### src/rtl/gate_deser_pkg.sv
`default_nettype none
// ============================================================================
// Module      : gate_deser_pkg
// Description : Shared types and defaults for the gate-output deserializer.
//               FSM state encoding and default word width.
// Revision    : 1.0 - initial release
// ============================================================================
package gate_deser_pkg;

    // Collector states: waiting for start, packing bits, word on offer.
    typedef enum logic [1:0] {
        IDLE  = 2'd0,
        SHIFT = 2'd1,
        HOLD  = 2'd2
    } deser_state_t;

    localparam int DESER_WIDTH_DEFAULT = 8;

    // Width of a counter that must hold values 0..w inclusive.
    function automatic int deser_cnt_width(input int w);
        return $clog2(w + 1);
    endfunction

endpackage : gate_deser_pkg
`default_nettype wire

### src/rtl/gate_deser_shreg.sv
`default_nettype none
// ============================================================================
// Module      : gate_deser_shreg
// Description : Datapath of the deserializer: MSB-first shift register, bit
//               counter, ones counter and (with GATE_DESER_PARITY_EN defined)
//               a running parity bit. 'done' flags the cycle in which the
//               last bit of a word is being shifted in.
// Revision    : 1.0 - initial release
// ============================================================================
module gate_deser_shreg
    import gate_deser_pkg::*;
#(
    parameter int WIDTH = DESER_WIDTH_DEFAULT,
    parameter int CW    = deser_cnt_width(WIDTH)
) (
    input  logic             clk,
    input  logic             reset_n,
    input  logic             clear,
    input  logic             shift_en,
    input  logic             bit_in,
    output logic [WIDTH-1:0] word,
    output logic [CW-1:0]    ones,
    output logic             done
`ifdef GATE_DESER_PARITY_EN
    ,
    output logic             parity
`endif
);

    localparam logic [CW-1:0] c_LAST_IDX = CW'(WIDTH - 1);

    logic [WIDTH-1:0] r_sh;
    logic [CW-1:0]    r_cnt;
    logic [CW-1:0]    r_ones;

    // Shift register and counters; clear wins, counters restart per word.
    always_ff @(posedge clk or negedge reset_n) begin
        if (!reset_n) begin
            r_sh   <= '0;
            r_cnt  <= '0;
            r_ones <= '0;
        end else if (clear) begin
            r_sh   <= '0;
            r_cnt  <= '0;
            r_ones <= '0;
        end else if (shift_en) begin
            r_sh   <= {r_sh[WIDTH-2:0], bit_in};
            r_cnt  <= r_cnt + 1'b1;
            r_ones <= r_ones + {{(CW-1){1'b0}}, bit_in};
        end
    end

`ifdef GATE_DESER_PARITY_EN
    logic r_parity;

    // Running XOR of the sampled bits, kept in step with the ones counter.
    always_ff @(posedge clk or negedge reset_n) begin
        if (!reset_n) begin
            r_parity <= 1'b0;
        end else if (clear) begin
            r_parity <= 1'b0;
        end else if (shift_en) begin
            r_parity <= r_parity ^ bit_in;
        end
    end

    assign parity = r_parity;
`endif

    assign word = r_sh;
    assign ones = r_ones;
    // The bit being accepted now is the WIDTH-th one of the word.
    assign done = shift_en && (r_cnt == c_LAST_IDX);

endmodule : gate_deser_shreg
`default_nettype wire

### src/rtl/gate_out_deser.sv
`default_nettype none
// ============================================================================
// Module      : gate_out_deser
// Description : Serial-to-parallel collector for the registered gate output.
//               Packs WIDTH qualified bits (first bit in MSB), counts ones,
//               offers the word on a valid/ready handshake and raises a
//               sticky overrun when bits arrive while a word is pending.
//               Optional feature macro: GATE_DESER_PARITY_EN (adds 'parity').
// Revision    : 1.0 - initial release
// ============================================================================
module gate_out_deser
    import gate_deser_pkg::*;
#(
    parameter int WIDTH = DESER_WIDTH_DEFAULT
) (
    input  logic                       clk,
    input  logic                       reset_n,
    input  logic                       d_in,
    input  logic                       d_valid,
    input  logic                       start,
    output logic [WIDTH-1:0]           word_out,
    output logic [$clog2(WIDTH+1)-1:0] ones_cnt,
    output logic                       word_valid,
    input  logic                       word_ready,
    output logic                       busy,
    output logic                       overrun
`ifdef GATE_DESER_PARITY_EN
    ,
    output logic                       parity
`endif
);

    localparam int c_CW = $clog2(WIDTH + 1);

    deser_state_t r_state;
    deser_state_t w_state_nxt;
    logic         r_overrun;
    logic         w_handshake;
    logic         w_clear;
    logic         w_shift_en;
    logic         w_done;

    assign w_handshake = (r_state == HOLD) && word_ready;
    // Counters restart when a new word begins, either from idle or
    // back-to-back with the handshake of the previous word.
    assign w_clear     = ((r_state == IDLE) && start) || (w_handshake && start);
    assign w_shift_en  = (r_state == SHIFT) && d_valid;

    gate_deser_shreg #(
        .WIDTH (WIDTH),
        .CW    (c_CW)
    ) u_shreg (
        .clk      (clk),
        .reset_n  (reset_n),
        .clear    (w_clear),
        .shift_en (w_shift_en),
        .bit_in   (d_in),
        .word     (word_out),
        .ones     (ones_cnt),
        .done     (w_done)
`ifdef GATE_DESER_PARITY_EN
        ,
        .parity   (parity)
`endif
    );

    // Next-state selection for the collect / hold cycle.
    always_comb begin
        w_state_nxt = r_state;
        case (r_state)
            IDLE: begin
                if (start) begin
                    w_state_nxt = SHIFT;
                end
            end
            SHIFT: begin
                if (w_done) begin
                    w_state_nxt = HOLD;
                end
            end
            HOLD: begin
                if (w_handshake) begin
                    w_state_nxt = start ? SHIFT : IDLE;
                end
            end
            default: begin
                w_state_nxt = IDLE;
            end
        endcase
    end

    // State register; reset abandons any partial word.
    always_ff @(posedge clk or negedge reset_n) begin
        if (!reset_n) begin
            r_state <= IDLE;
        end else begin
            r_state <= w_state_nxt;
        end
    end

    // Sticky overrun: any qualified bit seen while a word is on offer is
    // lost, including one arriving in the handshake cycle itself.
    always_ff @(posedge clk or negedge reset_n) begin
        if (!reset_n) begin
            r_overrun <= 1'b0;
        end else if ((r_state == HOLD) && d_valid) begin
            r_overrun <= 1'b1;
        end
    end

    assign word_valid = (r_state == HOLD);
    assign busy       = (r_state != IDLE);
    assign overrun    = r_overrun;

endmodule : gate_out_deser
`default_nettype wire

### config.mk
export PLATFORM = sky130hd
export DESIGN_NAME = gate_out_deser
export DESIGN_NICKNAME = d
export VERILOG_FILES = /design/src/rtl/gate_deser_pkg.sv /design/src/rtl/gate_deser_shreg.sv /design/src/rtl/gate_out_deser.sv
export SDC_FILE = /design/constraint.sdc
export NUM_CORES = 1
export LEC_CHECK = 0
export CORE_MARGIN = 2
export CORE_UTILIZATION = 50
export CTS_BUF_LIST = sky130_fd_sc_hd__clkbuf_8 sky130_fd_sc_hd__clkbuf_16
export DETAILED_ROUTE_END_ITERATION = 10
export PLACE_DENSITY = 0.93
export SYNTH_ARGS = -nofsm -noshare
export SYNTH_HDL_FRONTEND = slang
export SYNTH_SLANG_ARGS = --single-unit
### constraint.sdc
create_clock -name clk -period 3.1 [get_ports clk]
set_input_delay 0.465 -clock clk [delete_from_list [all_inputs] [get_ports clk]]
set_output_delay 0.465 -clock clk [all_outputs]
set_load 0.02 [all_outputs]
* Yosys cells after proc, flatten, opt, wreduce, memory -nomap -nowiden
Cells that the tools add are included.
** Storage, ports and cells
- Register bits after elaboration :: 19
- Input bits :: 6
- Output and inout port bits :: 15
- Logic and storage cells :: 35
** Operators by class
- Add/sub/neg operators :: 2
- Equal/unequal tests :: 6
- Multiplexer cells :: 11
- Reductions and logical operators :: 11
** Operator list (number)
- $mux W4 :: 4
- $mux W8 :: 2
- $logic_and A1 B1 Y1 :: 6
- $mux W2 :: 3
- $pmux W2 S3 :: 1
- $add A4 B1 Y4 :: 1
- $add A4 B1 Y4 const B :: 1
- $eq A4 B3 Y1 const B :: 1
- $ne A2 B1 Y1 const B :: 2
- $reduce_bool A2 Y1 :: 2
- $reduce_and A3 Y1 :: 1
- $eq A2 B1 Y1 const B :: 1
- $eq A2 B2 Y1 const B :: 1
- $logic_not A2 Y1 :: 1
- $ne A2 B2 Y1 const B :: 1
- $logic_or A1 B1 Y1 :: 1
- $mux W1 :: 1

* Logic depth before layout (Yosys ltp)
- Depth in word-level cells :: 5
- Depth in mapped cells :: 5
- Gate-level depth less buffers :: 5

* Hierarchy
Synthesis repeated with hierarchy kept, for this count alone.
** Second synthesis, totals
- Cell total of the unflattened synthesis :: 78
- Area, all modules :: 933.4 sq um
** By module, submodules not included
- gate_deser_shreg :: instances 1, cells an instance 62, area an instance 764.5 sq um, sequential area each 400.4 sq um
- gate_out_deser :: instances 1, cells an instance 16, area an instance 168.9 sq um, sequential area each 75.1 sq um

* Worst setup path after synthesis
Ideal clock, no wire load.
- Kind :: reg2reg
- Start point :: register u_shreg.r_ones[0], in the netlist u_shreg.ones[0]
- End point :: register u_shreg.r_ones[2], in the netlist u_shreg.ones[2]
- Library setup time :: 0.077 ns
- Data arrival time :: 1.297 ns
- Required time :: 3.023 ns
- Setup slack :: 1.726 ns
- Cell stages (with the launch flop) :: 6
- Buffers on the path :: 0
- Cell sequence :: dfrtp_1 ha_1 ha_1 inv_1 or3_1 a21oi_1
** On the way
- Cells in the longest elaborated chain, start to end :: 3
** Ends and longest elaborated chain
- start: declaration :: line gate_deser_shreg.sv:34 : logic [CW-1:0] r_ones;
- start signal: assignment :: line gate_deser_shreg.sv:49 : r_ones <= r_ones + {{(CW-1){1'b0}}, bit_in};
- $add A4 B1 Y4 :: line gate_deser_shreg.sv:49
- $mux W4 :: line gate_deser_shreg.sv:46 : end else if (shift_en) begin
- $mux W4 :: line gate_deser_shreg.sv:42 : end else if (clear) begin
Every way passes these cells. The select of a mux whose other input is x is not followed.
A chain may end at the register's enable or synchronous reset.

* Final worst setup path
- Start point :: register r_state[0]
- End point :: output port busy
** On the way
- Cells in the longest elaborated chain, start to end :: 1
** Ends and longest elaborated chain
- start: declaration :: line gate_out_deser.sv:35 : deser_state_t r_state;
- start signal: assignment :: line gate_out_deser.sv:97 : r_state <= w_state_nxt;
- $reduce_bool A2 Y1 :: line gate_out_deser.sv:112 : assign busy = (r_state != IDLE);
- end: declaration :: line gate_out_deser.sv:25 : output logic busy,
Every way passes these cells.

==> impl_metrics.json <==
{
  "ant_nets": 0,
  "firstDrtPassIters": 4,
  "setup_viol": 0,
  "fillers": 124,
  "drc": 0,
  "slew_violations": 0,
  "synth_area_um2": 856,
  "crit_type": "reg -> out",
  "ys_ff_latch": 19,
  "synth_fp_nets": 92,
  "layout_common_cells": "clkdlybuf4s50_1, dfrtp_1, nand2_1",
  "cp-start-kind": "flop",
  "grt_max_degree": 20,
  "vias_per_cell": 5.64,
  "avgSynthCellArea_um2": 10.3,
  "power.total_mw": 1.07,
  "antenna_found_initial": 0,
  "htree_levels": 1,
  "grtUsageTotal_pct": 19.1,
  "die-area_um2": 2060,
  "clk_latency_ns": 0.25,
  "cp_max_fo": 7,
  "drive_gt1_share_pct": 4.85,
  "drtIter0Drc": 10,
  "critPathCaptureType": "primary output",
  "ys_types": 24,
  "worst-slew-pin-transition_ns": 0.835,
  "clock_path_buffers": 2,
  "post_dp_cell_area_um2": 1050,
  "io_buffers": 20,
  "outcome": "completed",
  "worst_clock_skew_ns": 0.00409,
  "max-slew-margin-rel_pct": 44.2,
  "grt_setup_unrepaired": "false",
  "crit_buf_inv": 1,
  "powerDensity_nw_per_um2": 974,
  "drv_cap": 0,
  "start_util_pct": 54.9,
  "tns_ns": 0,
  "hold_viol": 0,
  "min_path_type": "reg -> reg",
  "finalInstanceArea_um2": 1090,
  "rows": 14,
  "die_x_um": 45.4,
  "layout_commonest_cell": "clkdlybuf4s50_1",
  "wire_per_inst_um": 14.1,
  "cp_cell_sequence": "or2_2, clkdlybuf4s50_1",
  "p_leak_nw": 0.488,
  "clkTransAtPathRegs_ns": 0.06,
  "worstPathArrival_ns": 1.52,
  "post_cts_buffers": 0,
  "wl_mm": 1.68,
  "die_y_um": 45.4,
  "cts_tree": "yes",
  "grt.overflow.total": 0,
  "vias": 671,
  "ys_warn_count": 0,
  "synthCells": 83,
  "hold_buffers": 0,
  "root_buffer": "clkbuf_8",
  "grt_pass1_vias": 627,
  "antenna_cells": 0,
  "async_flop_share_pct": 100,
  "max_stage_delay_ns": 0.54,
  "cts_sinks": 19,
  "synth_edf_count": 0,
  "cts_resized": 0,
  "area_delta_synth_final_pct": 27.9,
  "required_ns": 2.63,
  "post-route-period-util_pct": 64.1,
  "yosys_most_used_dff": "dfrtp_1",
  "crit_path_start": "r_state[0]",
  "vdd_ir_drop_max_v": 0.000546,
  "place_hpwl_mm": 1.10,
  "cpLargestDelayFamily": "buffers and inverters",
  "hp-start": "overrun",
  "dp_cells": 115,
  "final_cell_count_no_fill": 119,
  "cp_slowest_cell": "clkdlybuf4s50_1",
  "r2r_start": "r_state[1]",
  "timing.fmax_mhz": 503,
  "io-pin-count": 21,
  "grt_pass1_wl_mm": 2.79,
  "gp_congestion": 0.779,
  "yosysSeqAreaShare_pct": 55.6,
  "numCtsBuffers": 3,
  "nets": 113,
  "period_minus_slack_ns": 1.99,
  "core_area_um2": 1560
}
[synthesized netlist by cell type (2+ instances only)]
cell      number  area (µm²)
buf_2          3        15.0
ha_1           3        37.5
nand4_1        2        12.5
nand3b_1       2        15.0
inv_1          3        11.3
dfrtp_1       19         475
mux2i_1        2        20.0
nand2_1       16        60.1
or3_1          2        12.5
a21oi_1       10        50.1
a22o_1         3        26.3
o21ai_0        4        20.0
nor2_1         3        11.3
[state kept, by name, indices dropped and copies added, names as in the netlist]
signal / flops
overrun: 1
u_shreg.word: 8
u_shreg.r_cnt: 4
r_state: 2
u_shreg.ones: 4
[through the flow]
| stage | setup WS (ns) | utilization, % | hold slack [ns] |
|---|---|---|---|
| after global routing | 1.07 | 70.2 | 0.498 |
| after floorplan | 1.73 | - | 0.169 |
| after CTS | 1.11 | 70.2 | 0.467 |
| after detailed placement | 1.07 | 67.3 | 0.451 |
| final | 1.11 | 70.2 | 0.458 |
| after global placement | 1.15 | 67.3 | 0.445 |
[cell families (layout without fill, tap and decap cells)]
family,after synthesis,in the layout,share of synthesized area (%)
AND/OR/NAND/NOR,30,30,17.3
AO/OA/AOI/OAI,21,21,15.1
flip-flops,19,19,55.6
buffers and inverters,7,27,4.39
adder cells (fa/ha/maj),3,3,4.39
multiplexers,2,2,2.34
XOR/XNOR,1,1,1.02
[where the power goes]
group | switching (mW) | internal, mW | total, mW
clock | 0.0753 | 0.0878 | 0.163
sequential | 0.0853 | 0.347 | 0.432
combinational | 0.242 | 0.229 | 0.471
total | 0.403 | 0.664 | 1.07
[worst paths after layout]
path	cells after the start	end	slack, ns
worst max-delay path	2	busy	1.11
worst min-delay path	1	overrun	0.46
worst max register to register	3	u_shreg.ones[2]	1.56
worst min register to register	1	overrun	0.46
max in group asynchronous	1	overrun	1.89
min in group asynchronous	1	u_shreg.ones[3]	0.69
[cell type report]
cell class | instances | area, µm² | area share [%]
inverter | 3 | 11.3 | 1.03
tap | 16 | 20.0 | 1.83
multi-input combinational | 57 | 343 | 31.3
sequential | 19 | 475 | 43.4
timing repair buffer | 20 | 200 | 18.3
clock buffer | 3 | 41.3 | 3.77
clock inverter | 1 | 3.75 | 0.343
[worst reg2reg max path, stage by stage (launching register included)]
cell and delay [ns]:
dfrtp_1 0.41, nand3b_1 0.44, or3_1 0.45, a21oi_1 0.17
[layer usage]
metal	global-route usage (%)	vias up	part of all wire, %	routed length (µm)
met5	0	-	0	0
met4	5.88	0	0.36	6
met3	3.97	2	5.0	83
met2	30.0	24	46	775
met1	26.6	318	48	811
li1	-	327	-	-
Power figures use the tool's default switching activity.
